<file path="config.mk">
export PLATFORM = sky130hd
export DESIGN_NAME = dvi_timing_ctrl
export DESIGN_NICKNAME = d
export VERILOG_FILES = /design/src/rtl/dvi_timing_pkg.sv /design/src/rtl/dvi_timing_counter.sv /design/src/rtl/dvi_timing_ctrl.sv
export SDC_FILE = /design/constraint.sdc
export NUM_CORES = 1
export LEC_CHECK = 0
export CORE_MARGIN = 2
export CORE_UTILIZATION = 49
export CTS_CLUSTER_SIZE = 20
export DETAILED_ROUTE_END_ITERATION = 7
export PLACE_DENSITY_LB_ADDON = 0.25
export SLEW_MARGIN = 40
export SYNTH_ARGS = -nofsm -noshare
export SYNTH_HDL_FRONTEND = slang
export SYNTH_SLANG_ARGS = --single-unit
</file>
<file path="constraint.sdc">
create_clock -name pixclk -period 5 [get_ports pixclk]
set_clock_uncertainty 0.2 [all_clocks]
set_input_delay 1 -clock pixclk [delete_from_list [all_inputs] [get_ports pixclk]]
set_output_delay 1 -clock pixclk [all_outputs]
set_load 0.02 [all_outputs]
</file>
<file path="src/rtl/dvi_timing_pkg.sv">
// Shared types, default 640x480@60 timing and helpers for the DVI timing sequencer.
package dvi_timing_pkg;

  typedef enum logic [1:0] {
    StIdle,
    StRun,
    StDrain
  } state_e;

  localparam int unsigned CntW = 10;

  localparam int unsigned DefHVisible = 640;
  localparam int unsigned DefHFront   = 16;
  localparam int unsigned DefHSync    = 96;
  localparam int unsigned DefHBack    = 48;
  localparam int unsigned DefVVisible = 480;
  localparam int unsigned DefVFront   = 10;
  localparam int unsigned DefVSync    = 2;
  localparam int unsigned DefVBack    = 33;

  function automatic int unsigned h_total(int unsigned vis, int unsigned front,
                                          int unsigned sync, int unsigned back);
    return vis + front + sync + back;
  endfunction

  function automatic int unsigned v_total(int unsigned vis, int unsigned front,
                                          int unsigned sync, int unsigned back);
    return vis + front + sync + back;
  endfunction

  // Bar order white..black maps to inverted {G,R,B} bits of the bar index.
  function automatic logic [23:0] bar_colour(logic [2:0] idx);
    logic [7:0] r, g, b;
    r = {8{~idx[1]}};
    g = {8{~idx[2]}};
    b = {8{~idx[0]}};
    return {r, g, b};
  endfunction

endpackage

</file>
<file path="src/rtl/dvi_timing_counter.sv">
// Wrapping counter 0..Max with synchronous clear and a carry-out on wrap.
module dvi_timing_counter #(
  parameter int unsigned Width = 10,
  parameter int unsigned Max   = 799
) (
  input  logic             clk_i,
  input  logic             rst_i,
  input  logic             clr_i,
  input  logic             inc_i,
  output logic [Width-1:0] cnt_o,
  output logic             last_o,
  output logic             carry_o
);

  localparam logic [Width-1:0] MaxV = Width'(Max);

  logic [Width-1:0] cnt_d, cnt_q;

  always_comb begin
    cnt_d = cnt_q;
    if (clr_i) begin
      cnt_d = '0;
    end else if (inc_i) begin
      cnt_d = last_o ? '0 : cnt_q + Width'(1);
    end
  end

  always_ff @(posedge clk_i) begin
    if (rst_i) begin
      cnt_q <= '0;
    end else begin
      cnt_q <= cnt_d;
    end
  end

  assign cnt_o   = cnt_q;
  assign last_o  = (cnt_q == MaxV);
  assign carry_o = inc_i & last_o;

endmodule

</file>
<file path="src/rtl/dvi_timing_ctrl.sv">
// Video timing sequencer: sync/de generation, pixel pull and frame-aligned run/stop.
// Optional colour-bar generator enabled by defining DVI_TIMING_PATTERN_EN.
module dvi_timing_ctrl
  import dvi_timing_pkg::*;
#(
  parameter int unsigned H_VISIBLE    = DefHVisible,
  parameter int unsigned H_FRONT      = DefHFront,
  parameter int unsigned H_SYNC       = DefHSync,
  parameter int unsigned H_BACK       = DefHBack,
  parameter int unsigned V_VISIBLE    = DefVVisible,
  parameter int unsigned V_FRONT      = DefVFront,
  parameter int unsigned V_SYNC       = DefVSync,
  parameter int unsigned V_BACK       = DefVBack,
  parameter logic        HSYNC_ACTIVE = 1'b0,
  parameter logic        VSYNC_ACTIVE = 1'b0
) (
  input  logic             pixclk,
  input  logic             reset,
  input  logic             enable,
  input  logic             pattern_sel,
  output logic             pix_req,
  input  logic             pix_valid,
  input  logic [23:0]      pix_data,
  output logic [23:0]      rgb,
  output logic             de,
  output logic             hsync,
  output logic             vsync,
  output logic [CntW-1:0]  x,
  output logic [CntW-1:0]  y,
  output logic             frame_start,
  output logic             line_start,
  output logic             underflow
);

  localparam int unsigned HTotal = h_total(H_VISIBLE, H_FRONT, H_SYNC, H_BACK);
  localparam int unsigned VTotal = v_total(V_VISIBLE, V_FRONT, V_SYNC, V_BACK);

  localparam logic [CntW-1:0] HVis     = CntW'(H_VISIBLE);
  localparam logic [CntW-1:0] VVis     = CntW'(V_VISIBLE);
  localparam logic [CntW-1:0] HSyncBeg = CntW'(H_VISIBLE + H_FRONT);
  localparam logic [CntW-1:0] HSyncEnd = CntW'(H_VISIBLE + H_FRONT + H_SYNC);
  localparam logic [CntW-1:0] VSyncBeg = CntW'(V_VISIBLE + V_FRONT);
  localparam logic [CntW-1:0] VSyncEnd = CntW'(V_VISIBLE + V_FRONT + V_SYNC);

  state_e state_d, state_q;

  logic [CntW-1:0] h_cnt, v_cnt;
  logic            h_last, h_carry, v_last, v_carry;
  logic            frame_last;
  logic            running, start;
  logic            active, visible, pat_on;
  logic [23:0]     pixel_src;

  logic            de_d, de_q;
  logic [23:0]     rgb_d, rgb_q;
  logic [CntW-1:0] x_d, x_q, y_d, y_q;
  logic            hsync_d, hsync_q, vsync_d, vsync_q;
  logic            frame_start_d, frame_start_q;
  logic            line_start_d, line_start_q;
  logic            underflow_d, underflow_q;

  // Counters only move outside IDLE, so the first RUN cycle presents pixel (0,0).
  dvi_timing_counter #(
    .Width(CntW),
    .Max  (HTotal - 1)
  ) u_h_cnt (
    .clk_i  (pixclk),
    .rst_i  (reset),
    .clr_i  (~running),
    .inc_i  (running),
    .cnt_o  (h_cnt),
    .last_o (h_last),
    .carry_o(h_carry)
  );

  dvi_timing_counter #(
    .Width(CntW),
    .Max  (VTotal - 1)
  ) u_v_cnt (
    .clk_i  (pixclk),
    .rst_i  (reset),
    .clr_i  (~running),
    .inc_i  (h_carry),
    .cnt_o  (v_cnt),
    .last_o (v_last),
    .carry_o(v_carry)
  );

  logic unused_v_carry;
  assign unused_v_carry = v_carry;
  assign frame_last     = h_last & v_last;

  // FSM: state register
  always_ff @(posedge pixclk) begin
    if (reset) begin
      state_q <= StIdle;
    end else begin
      state_q <= state_d;
    end
  end

  // FSM: next state
  always_comb begin
    state_d = state_q;
    unique case (state_q)
      StIdle:  if (enable) state_d = StRun;
      StRun:   if (!enable) state_d = frame_last ? StIdle : StDrain;
      StDrain: begin
        if (enable) begin
          state_d = StRun;
        end else if (frame_last) begin
          state_d = StIdle;
        end
      end
      default: state_d = StIdle;
    endcase
  end

  // FSM: outputs
  always_comb begin
    running = (state_q != StIdle);
    start   = (state_q == StIdle) && enable;
  end

`ifdef DVI_TIMING_PATTERN_EN
  localparam logic [CntW-1:0] BarW = CntW'(H_VISIBLE / 8);
  logic [23:0] bar_rgb;
  assign pat_on  = pattern_sel;
  assign bar_rgb = bar_colour(3'(h_cnt / BarW));
`else
  logic unused_pattern_sel;
  assign unused_pattern_sel = pattern_sel;
  assign pat_on             = 1'b0;
`endif

  always_comb begin
    active  = (h_cnt < HVis) && (v_cnt < VVis);
    visible = running && active;
    pix_req = visible && !pat_on;
`ifdef DVI_TIMING_PATTERN_EN
    if (pat_on) begin
      pixel_src = bar_rgb;
    end else begin
      pixel_src = pix_valid ? pix_data : 24'h0;
    end
`else
    pixel_src = pix_valid ? pix_data : 24'h0;
`endif
  end

  always_comb begin
    de_d          = visible;
    rgb_d         = visible ? pixel_src : 24'h0;
    x_d           = h_cnt;
    y_d           = v_cnt;
    hsync_d       = (running && h_cnt >= HSyncBeg && h_cnt < HSyncEnd) ? HSYNC_ACTIVE
                                                                        : ~HSYNC_ACTIVE;
    vsync_d       = (running && v_cnt >= VSyncBeg && v_cnt < VSyncEnd) ? VSYNC_ACTIVE
                                                                        : ~VSYNC_ACTIVE;
    frame_start_d = visible && (h_cnt == '0) && (v_cnt == '0);
    line_start_d  = visible && (h_cnt == '0);
    underflow_d   = underflow_q;
    if (start) begin
      underflow_d = 1'b0;
    end else if (pix_req && !pix_valid) begin
      underflow_d = 1'b1;
    end
  end

  always_ff @(posedge pixclk) begin
    if (reset) begin
      de_q          <= 1'b0;
      rgb_q         <= 24'h0;
      x_q           <= '0;
      y_q           <= '0;
      hsync_q       <= ~HSYNC_ACTIVE;
      vsync_q       <= ~VSYNC_ACTIVE;
      frame_start_q <= 1'b0;
      line_start_q  <= 1'b0;
      underflow_q   <= 1'b0;
    end else begin
      de_q          <= de_d;
      rgb_q         <= rgb_d;
      x_q           <= x_d;
      y_q           <= y_d;
      hsync_q       <= hsync_d;
      vsync_q       <= vsync_d;
      frame_start_q <= frame_start_d;
      line_start_q  <= line_start_d;
      underflow_q   <= underflow_d;
    end
  end

  assign de          = de_q;
  assign rgb         = rgb_q;
  assign x           = x_q;
  assign y           = y_q;
  assign hsync       = hsync_q;
  assign vsync       = vsync_q;
  assign frame_start = frame_start_q;
  assign line_start  = line_start_q;
  assign underflow   = underflow_q;

endmodule

</file>
==> results.toml <==
[pwr]
ir_drop_mv = 0.260
power_density_nw_per_um2 = 365
power_uw = 1310
leakage_uw = 0.00139

[clock_tree]
clockRootBuffer = "clkbuf_8"
cts_hold_buf = 0
postCtsSetupRepairBufs = 0
cts_max_level = 3
cts_buffers = 9
clk_pin_slew_ps = 70
cts_sinks = 72
cts_resized = 0
insertion_delay_ps = 330
cts_tree = "done"
clockBufferDepth = 2

[route]
via_per_inst = 5.13
ant_nets = 0
drc = 0
vias = 2056
first_pass_iters = 4
routed_wl_um = 5590
wl_per_cell_um = 13.9
drtIter0Drc = 54

[timing]
hold_violations = 0
rsz0062_at_grt = "false"
fmax_ghz = 0.319
drv_slew = 0
fin_crit_ps = 3140
fin_tns_setup_ps = 0
tightest_slew_ps = 689
max_slew_margin_pct = 53.8
setup_violations = 0
finalCritPeriodShare_pct = 62.8

[synthesis]
syn_nets = 287
ys_seq_elements = 72
synth.avg_cell_area_sq_um = 9.82
syn_area_sq_um = 2490
synth_cells = 254
synthDistinctLibCells = 35
yosys_warnings = 0
yosysSeqAreaShare_pct = 57.8

[layout]
area_delta_synth_final_pct = 44.5
stdcell_count = 401
insertedDiodeCount = 0
final_nets = 362
drive_above_1_share_pct = 6.89

[floorplanning]
core_sq_um = 4820
start_util_pct = 51.8
die_h_um = 75.3
die_area_sq_um = 5680
io_pins = 80
placementRows = 25
die_w_um = 75.3

[setup_path]
path_class = "reg2out"
cp-start-kind = "flop"
worst_ep_arrival_time_ps = 1940
cp.required_ps = 3800
crit_path_max_fanout = 8
crit_slowest_cell = "clkdlybuf4s50_1"
slowest_delay_ps = 670
critPathCaptureType = "primary output"
path_cells = "o21bai_1 -> nor3_1 -> clkdlybuf4s50_1"

[placement]
dp_cells = 385
gp_congestion = 0.851
numPortBuffers = 78
dp_hpwl_um = 3830

[global_route]
grtUsageTotal_pct = 20.1
antenna_found_initial = 0
grt_pass1_wl_um = 8590
first_global_vias = 1866
grt_max_degree = 26
gr-total-overflow = 0

[job]
drv_cap = 0

[min_path]
hold_class = "reg2reg"

[run_status]
outcome = "finished, final reports clean"
## power by group
group | total (uW) | internal [uW] | switching [uW]
sequential | 585 | 581 | 3.85
combinational | 64.6 | 35.1 | 29.5
clock | 664 | 460 | 205
## cell usage in the layout (no fill, tap or decap), types with 2 or more instances in the layout
master,n
and4_1,2
or2_2,2
and3_1,29
a211oi_1,3
nand2_1,10
nor4_1,4
clkbuf_8,11
ha_1,4
dfxtp_1,72
bufinv_16,5
o21ai_0,6
nor2_1,23
inv_1,9
o2111ai_1,2
a21oi_1,10
nand3_1,8
xor2_1,3
nor3_1,7
nor2b_1,14
and2_1,2
or3_1,6
xnor2_1,6
clkdlybuf4s50_1,77
nand4_1,6
## path summary, 6_finish.rpt
path / start / to / slack, ps / cells past startpoint
worst max register to register: u_h_cnt.cnt_o[7] / u_v_cnt.cnt_o[4] / 2360 / 4
worst min-delay path: u_h_cnt.cnt_o[0] / u_h_cnt.cnt_o[0] / 280 / 1
worst min register to register: u_h_cnt.cnt_o[0] / u_h_cnt.cnt_o[0] / 280 / 1
worst max-delay path: state_q[1] / pix_req / 1860 / 3
## registers in the layout, indices dropped and copies added, names as in the netlist
signal and count:
vsync 1, underflow 1, de 1, u_h_cnt.cnt_o 10, rgb 24, state_q 2
y 10, x 10, line_start 1, u_v_cnt.cnt_o 10, hsync 1, frame_start 1
## stage by stage
stage                     util [%]  hold WS [ps]  area (sq um)  setup WS [ps]
after floorplan                  -           241          2490           2620
after global placement        68.6           256          3310           1830
after detailed placement      68.6           267          3310           1790
after CTS                     74.9           284          3610           1840
after global routing          74.8           315          3600           1750
final                         74.8           276          3600           1860
## cells by family after synthesis
family / Yosys count / synth area share (%)
buf+inv: 24 / 3.96
compound gates: 27 / 6.72
flops: 72 / 57.8
xor+xnor: 9 / 3.16
simple gates: 118 / 26.3
fa+ha+maj: 4 / 2.01
## synth_stat cells, drive strengths merged
cell type	n	share of area (%)
o21ai	7	1.4
or2	2	0.50
and4	2	0.70
o211a	1	0.40
nand3	8	1.6
and3	29	7.3
o41ai	1	0.35
a31o	1	0.35
ha	4	2.0
a211oi	3	0.90
nor4	5	1.3
nor4b	1	0.35
nor3	7	1.4
nor2	23	3.5
nand4	6	1.5
xor2	3	1.1
or3	6	1.5
nor2b	14	3.5
or4b	2	0.95
dfxtp	72	58
nand3b	1	0.30
inv	9	1.4
and2	2	0.50
nand2	10	1.5
buf	3	0.80
xnor2	6	2.1
o21a	1	0.30
o21bai	1	0.30
a21oi	10	2.0
clkbuf	12	1.8
o2111ai	2	0.70
## worst max-delay path, delay by kind of cell (launching register included)
family	cells	cell delay [ps]
AO/OA/AOI/OAI	1	160
flip-flops	1	490
buffers and inverters	1	670
AND/OR/NAND/NOR	1	290
## area by class of cell
| cell class | instances | area [sq um] |
|---|---|---|
| Multi-Input combinational cell | 158 | 960 |
| Tap cell | 67 | 83.8 |
| Fill cell | 333 | 1210 |
| Inverter | 9 | 33.8 |
| Sequential cell | 72 | 1440 |
| Timing Repair Buffer | 79 | 783 |
| Clock inverter | 5 | 150 |
| Clock buffer | 11 | 151 |
## per-layer routing
metal | up-vias | global-route usage, % | routed length (um)
met3 | 7 | 5.42 | 501
met5 | - | 0 | 0
met4 | 0 | 9.75 | 72
met1 | 941 | 24.8 | 2540
met2 | 82 | 32.8 | 2480
li1 | 1026 | - | -
(Power assumes the default switching activity.)
